<file path="config.mk">
export PLATFORM = sky130hd
export DESIGN_NAME = chirp_ramp_gen
export DESIGN_NICKNAME = d
export VERILOG_FILES = /design/src/rtl/chirp_ramp_gen.sv
export SDC_FILE = /design/constraint.sdc
export NUM_CORES = 1
export LEC_CHECK = 0
export ABC_CLOCK_PERIOD_IN_PS = 6600
export BUFFER_PORTS_ARGS = -buffer_cell sky130_fd_sc_hd__clkbuf_2
export CAP_MARGIN = 20
export CORE_ASPECT_RATIO = 0.6
export CORE_MARGIN = 2
export CORE_UTILIZATION = 50
export DETAILED_ROUTE_END_ITERATION = 12
export PLACE_DENSITY = 0.71
export SETUP_SLACK_MARGIN = 0.3
export SLEW_MARGIN = 20
export SYNTH_ARGS = -nofsm -noshare
export SYNTH_HDL_FRONTEND = slang
export SYNTH_SLANG_ARGS = --single-unit
</file>
<file path="constraint.sdc">
create_clock -name clk -period 6.6 [get_ports clk]
set_input_delay 1.65 -clock clk [delete_from_list [all_inputs] [get_ports clk]]
set_output_delay 1.65 -clock clk [all_outputs]
set_load 0.01 [all_outputs]
</file>
<file path="src/rtl/chirp_ramp_gen.sv">
// chirp_ramp_gen: FMCW sawtooth ramp word source for the SPI DAC driver.
// Emits {CMD, code} frames from start up to stop in step increments. Between
// chirps it holds the start code for HOLD_WORDS words. It advances one word per
// driver load pulse and pulses chirp-sync on the first word of every chirp.
module chirp_ramp_gen #(
    parameter logic [7:0] CMD        = 8'h00,
    parameter int         HOLD_WORDS = 16
) (
    input  logic        clk,
    input  logic        rst,
    input  logic        i_run,
    input  logic [15:0] i_f_start,
    input  logic [15:0] i_f_stop,
    input  logic [15:0] i_step,
    input  logic [7:0]  i_n_chirps,
    input  logic        i_load_data,
    input  logic        i_dac_busy,
    output logic        o_dac_start,
    output logic [23:0] o_dac_data,
    output logic        o_chirp_sync,
    output logic        o_active,
    output logic        o_cfg_err,
    output logic [7:0]  o_chirp_cnt
);

    typedef enum logic [1:0] {IDLE, RAMP, HOLD, DRAIN} state_t;

    // The last hold word doubles as the next chirp's first word, so counting
    // starts one below the retrace length.
    localparam logic [15:0] HOLD_LAST = 16'(HOLD_WORDS - 1);

    state_t      state, state_nxt;
    logic [15:0] code, code_nxt;
    logic [15:0] hold_cnt, hold_nxt;
    logic [15:0] start_r, stop_r, step_r;
    logic [7:0]  n_r;
    logic [7:0]  cnt, cnt_nxt;
    logic        first, first_nxt;
    logic        start_nxt, sync_nxt, err_nxt;
    logic        run_q, arm, cfg_bad;
    logic        chirp_end, done;
    logic [16:0] sum;

    assign arm     = i_run & ~run_q;
    assign cfg_bad = (i_step == 16'd0) || (i_f_stop < i_f_start);

    // i_run edge detector; it comes out of reset "high" so a level already
    // asserted at reset release has to be toggled before it arms.
    always_ff @(posedge clk or posedge rst) begin
        if (rst) run_q <= 1'b1;
        else     run_q <= i_run;
    end

    // State register.
    always_ff @(posedge clk or posedge rst) begin
        if (rst) state <= IDLE;
        else     state <= state_nxt;
    end

    // Next-state and datapath decisions; one shared 17-bit adder serves both
    // RAMP (code+step) and the final HOLD word (code is start there).
    always_comb begin
        state_nxt = state;
        code_nxt  = code;
        hold_nxt  = hold_cnt;
        cnt_nxt   = cnt;
        first_nxt = first;
        start_nxt = o_dac_start;
        sync_nxt  = 1'b0;
        err_nxt   = 1'b0;
        chirp_end = 1'b0;
        done      = 1'b0;
        sum       = {1'b0, code} + {1'b0, step_r};
        unique case (state)
            IDLE: begin
                if (arm) begin
                    if (cfg_bad) begin
                        err_nxt = 1'b1;
                    end else begin
                        state_nxt = RAMP;
                        code_nxt  = i_f_start;
                        cnt_nxt   = 8'd0;
                        first_nxt = 1'b1;
                        start_nxt = 1'b1;
                    end
                end
            end
            RAMP, HOLD: begin
                if (i_load_data) begin
                    if (state == HOLD && hold_cnt != 16'd0) begin
                        hold_nxt = hold_cnt - 16'd1;
                    end else begin
                        sync_nxt  = (state == HOLD) || first;
                        first_nxt = 1'b0;
                        if (sum > {1'b0, stop_r}) begin
                            chirp_end = 1'b1;
                            cnt_nxt   = cnt + 8'd1;
                            code_nxt  = start_r;
                            hold_nxt  = HOLD_LAST;
                            state_nxt = HOLD;
                        end else begin
                            code_nxt  = sum[15:0];
                            state_nxt = RAMP;
                        end
                    end
                    done = chirp_end && (n_r != 8'd0) && (cnt_nxt == n_r);
                    if (done || !i_run) begin
                        state_nxt = DRAIN;
                        start_nxt = 1'b0;
                    end
                end
            end
            DRAIN: begin
                if (!i_dac_busy) state_nxt = IDLE;
            end
            default: state_nxt = IDLE;
        endcase
    end

    // Datapath registers, registered pulses and the config snapshot taken at arm.
    always_ff @(posedge clk or posedge rst) begin
        if (rst) begin
            code         <= 16'd0;
            hold_cnt     <= 16'd0;
            cnt          <= 8'd0;
            first        <= 1'b0;
            o_dac_start  <= 1'b0;
            o_chirp_sync <= 1'b0;
            o_cfg_err    <= 1'b0;
            start_r      <= 16'd0;
            stop_r       <= 16'd0;
            step_r       <= 16'd0;
            n_r          <= 8'd0;
        end else begin
            code         <= code_nxt;
            hold_cnt     <= hold_nxt;
            cnt          <= cnt_nxt;
            first        <= first_nxt;
            o_dac_start  <= start_nxt;
            o_chirp_sync <= sync_nxt;
            o_cfg_err    <= err_nxt;
            if (state == IDLE && arm && !cfg_bad) begin
                start_r <= i_f_start;
                stop_r  <= i_f_stop;
                step_r  <= i_step;
                n_r     <= i_n_chirps;
            end
        end
    end

    // Outputs derived from state and registers.
    always_comb begin
        o_active    = (state != IDLE);
        o_dac_data  = {CMD, code};
        o_chirp_cnt = cnt;
    end

endmodule

</file>
==> flow_metrics.tcl, run 1 <==
set metrics [dict create \
    antenna_found_initial 1 \
    synth_area_leader_cell "dfrtp_1" \
    synth_top_area_share_pct 37.9 \
    ioPinCount 97 \
    arrival_ns 5.41 \
    design_area_mm2 0.00755 \
    drv_cap 0 \
    reg2reg_depth 17 \
    report.final.slew_viol_count 0 \
    synth.ff_latch_count 103 \
    rsz0062_at_grt "false" \
    yosysMostFrequentCell "dfrtp_1" \
    slowest_delay_ns 0.68 \
    synth_commonest_cells "102 x dfrtp_1, 55 x mux2_2, 53 x ha_1, 51 x inv_1, 47 x nand2_1" \
    yosysSeqAreaShare_pct 38.3 \
    numCtsBuffers 9 \
    worstSetupEndpointType "flop" \
    core_mm2 0.0130 \
    status "finished clean" \
    slew_headroom_pct 28.6 \
    drc_errors 0 \
    clkTransAtPathRegs_ns 0.07 \
    start_util_pct 51.9 \
    syn2layout_area_growth_pct 12.3 \
    ant_nets 0 \
    first_pass_iters 6 \
    peakVddDrop_mv 0.397 \
    start_kind "flop" \
    powerDensity_mw_per_mm2 592 \
    path_cells "ha_1 > o21a_1 > a2111oi_0 > nor3_1 > o21a_1 > a21o_1 > nor2_1 > xnor2_1 > ha_1 > nand4_1 > nor3_1 > a2111oi_0 > a21oi_1 > nor3_2 > buf_4 > o311ai_0 > o311ai_0" \
    hold_end "first" \
    dieArea_mm2 0.0144 \
    clk_latency_ns 0.35 \
    holdBufCountCts 0 \
    drtIter0Drc 620 \
    min_from "first" \
    post_cts_resize_count 0 \
    clock_path_buffers 2 \
    r2r_setup_slack_ns 1.37 \
    critPathMaxFanout 22 \
    cts_root_buf "clkbuf_16" \
    final.min_clock_period_ns 5.23 \
    cts_htree_levels 3 \
    placedInstanceArea_mm2 0.00727 \
    r2r-start "code[2]" \
    place_worst_setup_slack_ns 1.57 \
    fin_setup_tns_ns 0 \
    leakagePower_uw 0.00357 \
    track_usage_pct 25.7 \
    fp.dieW_um 154 \
    dp.final_hpwl_um 13600 \
    num_vias 5668 \
    grt_pass1_vias 5390 \
    cp.required_ns 6.78 \
    die_y_um 93.9 \
    setup-violations-final 0 \
    fin_crit_sh_pct 79.2 \
    final_layout_size_suffix_gt1_share_pct 24.1 \
    netlist_area_mm2 0.00673 \
    grt_overflow 0 \
    fillers 1117 \
    rows 32 \
    viasPerCell 6.15 \
    whs_path_depth 1 \
    ys_top_cells_by_area "dfrtp_1 38%, ha_1 9.9%, mux2_2 9.2%" \
    cts.sinks 103 \
    cts_setup_buffers 0 \
    grt_max_degree 70 \
    fin_nets 861 \
    routed_wl_um 18200 \
    portBuffers 88 \
    grt_first_pass_wirelength_um 29000 \
    cts_tree "built" \
    netlist_instances 666 \
    routedWlPerCell_um 19.7 \
    gp_congestion 0.918 \
    hold_viol_final 0 \
    synth_cell_type_count 67 \
    yosys_warnings 0 \
    finalClockSkew_ns 0.0100 \
    syn-mean-instance-area_um2 10.1 \
    fmax_mhz 191 \
    worst_slack_ns 1.37 \
    reg2reg_to "o_chirp_cnt[4]" \
    worstSetupPathType "flop to flop" \
    diodes 0 \
    cp_slowest_cell "a21oi_1" \
    async_flop_share_pct 100 \
    synth_edf_count 0 \
    worstMarginPinSlew_ns 1.06 \
    hp-class "flop to flop" \
    ys.flop_type "dfrtp_1" \
]
## per-layer routing
| metal | share of wire [%] | up-vias | GRT usage (%) |
|---|---|---|---|
| met1 | 51 | 2767 | 39.7 |
| met3 | 8.4 | 19 | 7.20 |
| met5 | 0 | - | 0 |
| li1 | - | 2640 | - |
| met2 | 40 | 242 | 35.6 |
| met4 | 1.0 | 0 | 4.59 |
## cell families (layout without fill, tap and decap cells)
kind of cell	count (synthesis)	in the layout	synth area share [%]
AND/OR/NAND/NOR	168	168	13.3
XOR/XNOR	20	20	2.60
multiplexers	78	78	12.6
adder cells (fa/ha/maj)	54	54	10.2
flip-flops	103	103	38.3
AO/OA/AOI/OAI	159	159	17.2
buffers and inverters	83	161	5.71
other	1	8	0.0557
## cell usage in the layout, fill, tap and decap left out, drive strengths merged, types with 7 or more instances in the layout
cell type	instances
nor2	26
nand2	47
nor2b	7
or3	9
o31ai	8
nor3	14
ha	53
or4	13
clkbuf	100
xnor2	14
a21oi	33
o311ai	9
o221ai	11
nand3	12
o21ai	31
mux2i	23
inv	51
a211oi	11
mux2	55
nor4	9
dfrtp	102
conb	8
o211ai	9
## how the worst max path moves through the flow
stage / startpoint / to / slack [ns] / depth (start not counted)
after detailed placement: code[2] / o_chirp_cnt[4] / 1.57 / 17
after CTS: code[2] / o_chirp_cnt[4] / 1.50 / 17
final: code[2] / o_chirp_cnt[4] / 1.37 / 17
after floorplan: code[1] / hold_cnt[10] / 2.16 / 16
after global routing: code[0] / hold_cnt[6] / 1.09 / 15
after global placement: code[2] / hold_cnt[10] / 1.72 / 17
## worst max-delay path: cells and delay by family, from the launching register on
kind	cells	cell delay (ns)
AOI/OAI and AO/OA	8	2.69
xor gates and xnor gates	1	0.11
adders and majority gates	2	0.72
buffers and inverters	1	0.29
DFF	1	0.45
and+or+nand+nor	5	0.79
## report_power, final
part	internal, uW	switching (uW)	leakage, uW
clock network	294	239	0.000137
logic	1110	1720	0.00213
registers	878	237	0.00130
## final cells by class
class | instances | area (um2) | share of cell area (%)
Multi-Input combinational cell | 487 | 3800 | 50.3
Sequential cell | 103 | 2580 | 34.1
Timing Repair Buffer | 94 | 485 | 6.43
Clock buffer | 12 | 236 | 3.13
Tap cell | 170 | 213 | 2.82
Inverter | 51 | 194 | 2.57
Clock inverter | 4 | 47.5 | 0.630
## stage by stage
step                      std cells  hold slack [ns]  total power, uW  utilization (%)
after floorplan                 673            0.457             3120                -
after CTS                       921            0.503             4420             58.2
final                           921            0.501             4470             58.2
after global routing            921            0.529             4810             58.2
after global placement          905            0.479             3740             56.0
after detailed placement        905            0.483             3870             56.0
## sequential cells by signal, indices dropped and copies added (netlist names)
name	flops
code	16
first	1
hold_cnt	16
n_r	8
o_cfg_err	1
o_chirp_cnt	8
o_chirp_sync	1
o_dac_start	1
run_q	1
start_r	16
state	2
step_r	16
stop_r	16
Note: power is estimated with default switching activity, not from simulation.
==> inputs of run 2 (changes only) <==
Settings changed: ABC_AREA set to 1, ABC_CLOCK_PERIOD_IN_PS 6600 to 5000.
Clock period 6.6 ns to 5 ns, I/O delays scaled along.
==> flow_metrics.tcl, run 2 <==
set metrics [dict create \
    gp_congestion 0.862 \
    die_y_um 93.2 \
    cp_slowest_cell "dfrtp_1" \
    fmax_mhz 223 \
    synth_top_area_share_pct 38.5 \
    rsz0062_at_grt "true" \
    start_kind "flop" \
    status "finished clean" \
    peakVddDrop_mv 0.386 \
    synth_edf_count 0 \
    grt_max_degree 83 \
    setup-violations-final 0 \
    fin_crit_sh_pct 89.8 \
    worstSetupEndpointType "flop" \
    ioPinCount 97 \
    syn-mean-instance-area_um2 7.77 \
    critPathBufInv 5 \
    hp-class "flop to flop" \
    dp.final_hpwl_um 12700 \
    hold_viol_final 0 \
    fp.dieW_um 153 \
    dieArea_mm2 0.0142 \
    cts_tree "built" \
    portBuffers 88 \
    slowest_delay_ns 0.44 \
    cts.sinks 103 \
    routed_wl_um 17400 \
    cts_htree_levels 3 \
    ys_top_cells_by_area "dfrtp_1 39%, nand2_1 11%, ha_1 10%" \
    r2r-start "code[3]" \
    leakagePower_uw 0.00410 \
    first_pass_iters 5 \
    arrival_ns 4.73 \
    grt_overflow 0 \
    p_int_uw 3150 \
    report.final.slew_viol_count 0 \
    seqPwrFrac_pct 22.8 \
    track_usage_pct 24.7 \
    num_vias 5944 \
    cp_common_cell "nand2_1" \
    reg2reg_depth 34 \
    p_sw_uw 3170 \
    ys.flop_type "dfrtp_1" \
    antenna_found_initial 0 \
    drv_cap 0 \
    netlist_area_mm2 0.00663 \
    diodes 0 \
    cp.required_ns 5.24 \
    synth_commonest_cells "203 x nand2_1, 111 x inv_1, 102 x dfrtp_1, 78 x o21ai_0, 53 x ha_1" \
    start_util_pct 51.4 \
    powerDensity_mw_per_mm2 801 \
    cts_root_buf "clkbuf_16" \
    yosysMostFrequentCell "nand2_1" \
    final_layout_size_suffix_gt1_share_pct 21.4 \
    whs_path_depth 2 \
    design_area_mm2 0.00788 \
    layout_common_cells "194 x nand2_1, 109 x inv_1, 102 x dfrtp_1, 88 x clkbuf_2, 78 x o21ai_0" \
    finalClockSkew_ns 0.00872 \
    drc_errors 0 \
    p_sw_share_pct 50.1 \
    drtIter0Drc 462 \
    ant_nets 0 \
    yosys_warnings 0 \
    rows 32 \
    synth_area_leader_cell "dfrtp_1" \
    worstMarginPinSlew_ns 0.773 \
    slew_headroom_pct 48.4 \
    place_worst_setup_slack_ns 0.432 \
    syn2layout_area_growth_pct 18.9 \
    clkTransAtPathRegs_ns 0.07 \
    r2r_setup_slack_ns 0.51 \
    synth_cell_type_count 50 \
    critPathMaxFanout 6 \
    clk_latency_ns 0.35 \
    worst_slack_ns 0.510 \
    worstSetupPathType "flop to flop" \
    grt_first_pass_wirelength_um 28100 \
    grt_pass1_vias 5462 \
    yosysSeqAreaShare_pct 38.9 \
    p_clk_share_pct 10.8 \
    layout.cells.most_common "nand2_1" \
    fin_nets 1068 \
    core_mm2 0.0129 \
    netlist_instances 853 \
    hold_end "step_r[13]" \
    reg2reg_to "o_dac_start" \
    synth.ff_latch_count 103 \
    placedInstanceArea_mm2 0.00720 \
    critPathTopFamily "simple AND/OR/NAND/NOR gates" \
    min_from "step_r[13]" \
    combinationalPowerShare_pct 66.4 \
    routedWlPerCell_um 15.4 \
    fin_setup_tns_ns 0 \
    clock_path_buffers 2 \
    numCtsBuffers 9 \
    async_flop_share_pct 100 \
    final.min_clock_period_ns 4.49 \
    viasPerCell 5.27 \
]
run 2: changes by cell type after synthesis, sizes merged, moves of 10 or more:
cell | before | now
nand4 | 6 | 23
nor2 | 26 | 54
inv | 51 | 116
a21oi | 33 | 50
o21ai | 31 | 88
mux2 | 55 | 0
nand3 | 12 | 44
o221ai | 11 | 1
nand2 | 47 | 212
mux2i | 23 | 0
or4 | 13 | 0
a211oi | 11 | 0
run 2: timing repair:
action,4_1_cts,5_1_grt
hold buffers,0,0
setup buffers,0,20
hold endpoints to repair,0,0
endpoints found under the setup margin,0,35
resized for setup,0,46
run 2: area by class of cell:
cell class              instances  area, um2
repair buffers                116        687
inverters                     116        443
well taps                     170        213
clock buffers                  12        256
multi-input cells             607       3670
fillers                      1145       5010
clock inverters                 4       30.0
flip-flops and latches        103       2580
run 2: how the worst max path moves through the flow:
stage	startpoint	endpoint	slack, ns	cells after the start
5_1_grt	code[2]	o_dac_start	0.13	34
3_5_place_dp	code[2]	o_dac_start	0.43	33
2_1_floorplan	code[2]	o_dac_start	1.04	32
3_3_place_gp	code[2]	o_dac_start	0.58	33
6_report	code[3]	o_dac_start	0.51	34
4_1_cts	code[2]	o_dac_start	0.38	33
run 2: power groups by stage:
stage          Clock, uW  Combinational, uW  Sequential, uW
2_1_floorplan          0               2590            1390
3_3_place_gp           0               3460            1420
3_5_place_dp           0               3500            1420
4_1_cts              698               3530            1410
5_1_grt              727               4680            1480
6_report             684               4190            1440
run 2: cell families after synthesis:
group                      share of synthesized area [%]
and+or+nand+nor                                     24.9
xor gates and xnor gates                            2.51
buffers and inverters                               9.19
DFF                                                 38.9
AOI/OAI and AO/OA                                   14.1
adders and majority gates                           10.3
other                                             0.0566
run 2: per-layer routing:
metal	part of all wire (%)	global-route usage (%)
met5	0	0
met4	0.74	4.40
met3	6.4	4.54
met2	41	34.9
met1	52	39.3
run 2: metrics by stage:
step                      cells  utilization [%]  total power (uW)  hold WS (ns)
after floorplan             860                -              3980         0.446
after global placement     1092             55.9              4880         0.467
after detailed placement   1092             55.9              4920         0.466
after CTS                  1108             58.1              5640         0.483
after global routing       1128             61.1              6890         0.510
final                      1128             61.1              6310         0.481
run 2: tightest hold or removal path, stage by stage, from the launching register on:
cell and delay (ns):
dfrtp_1 0.35, nand2_1 0.06, nand2_1 0.05
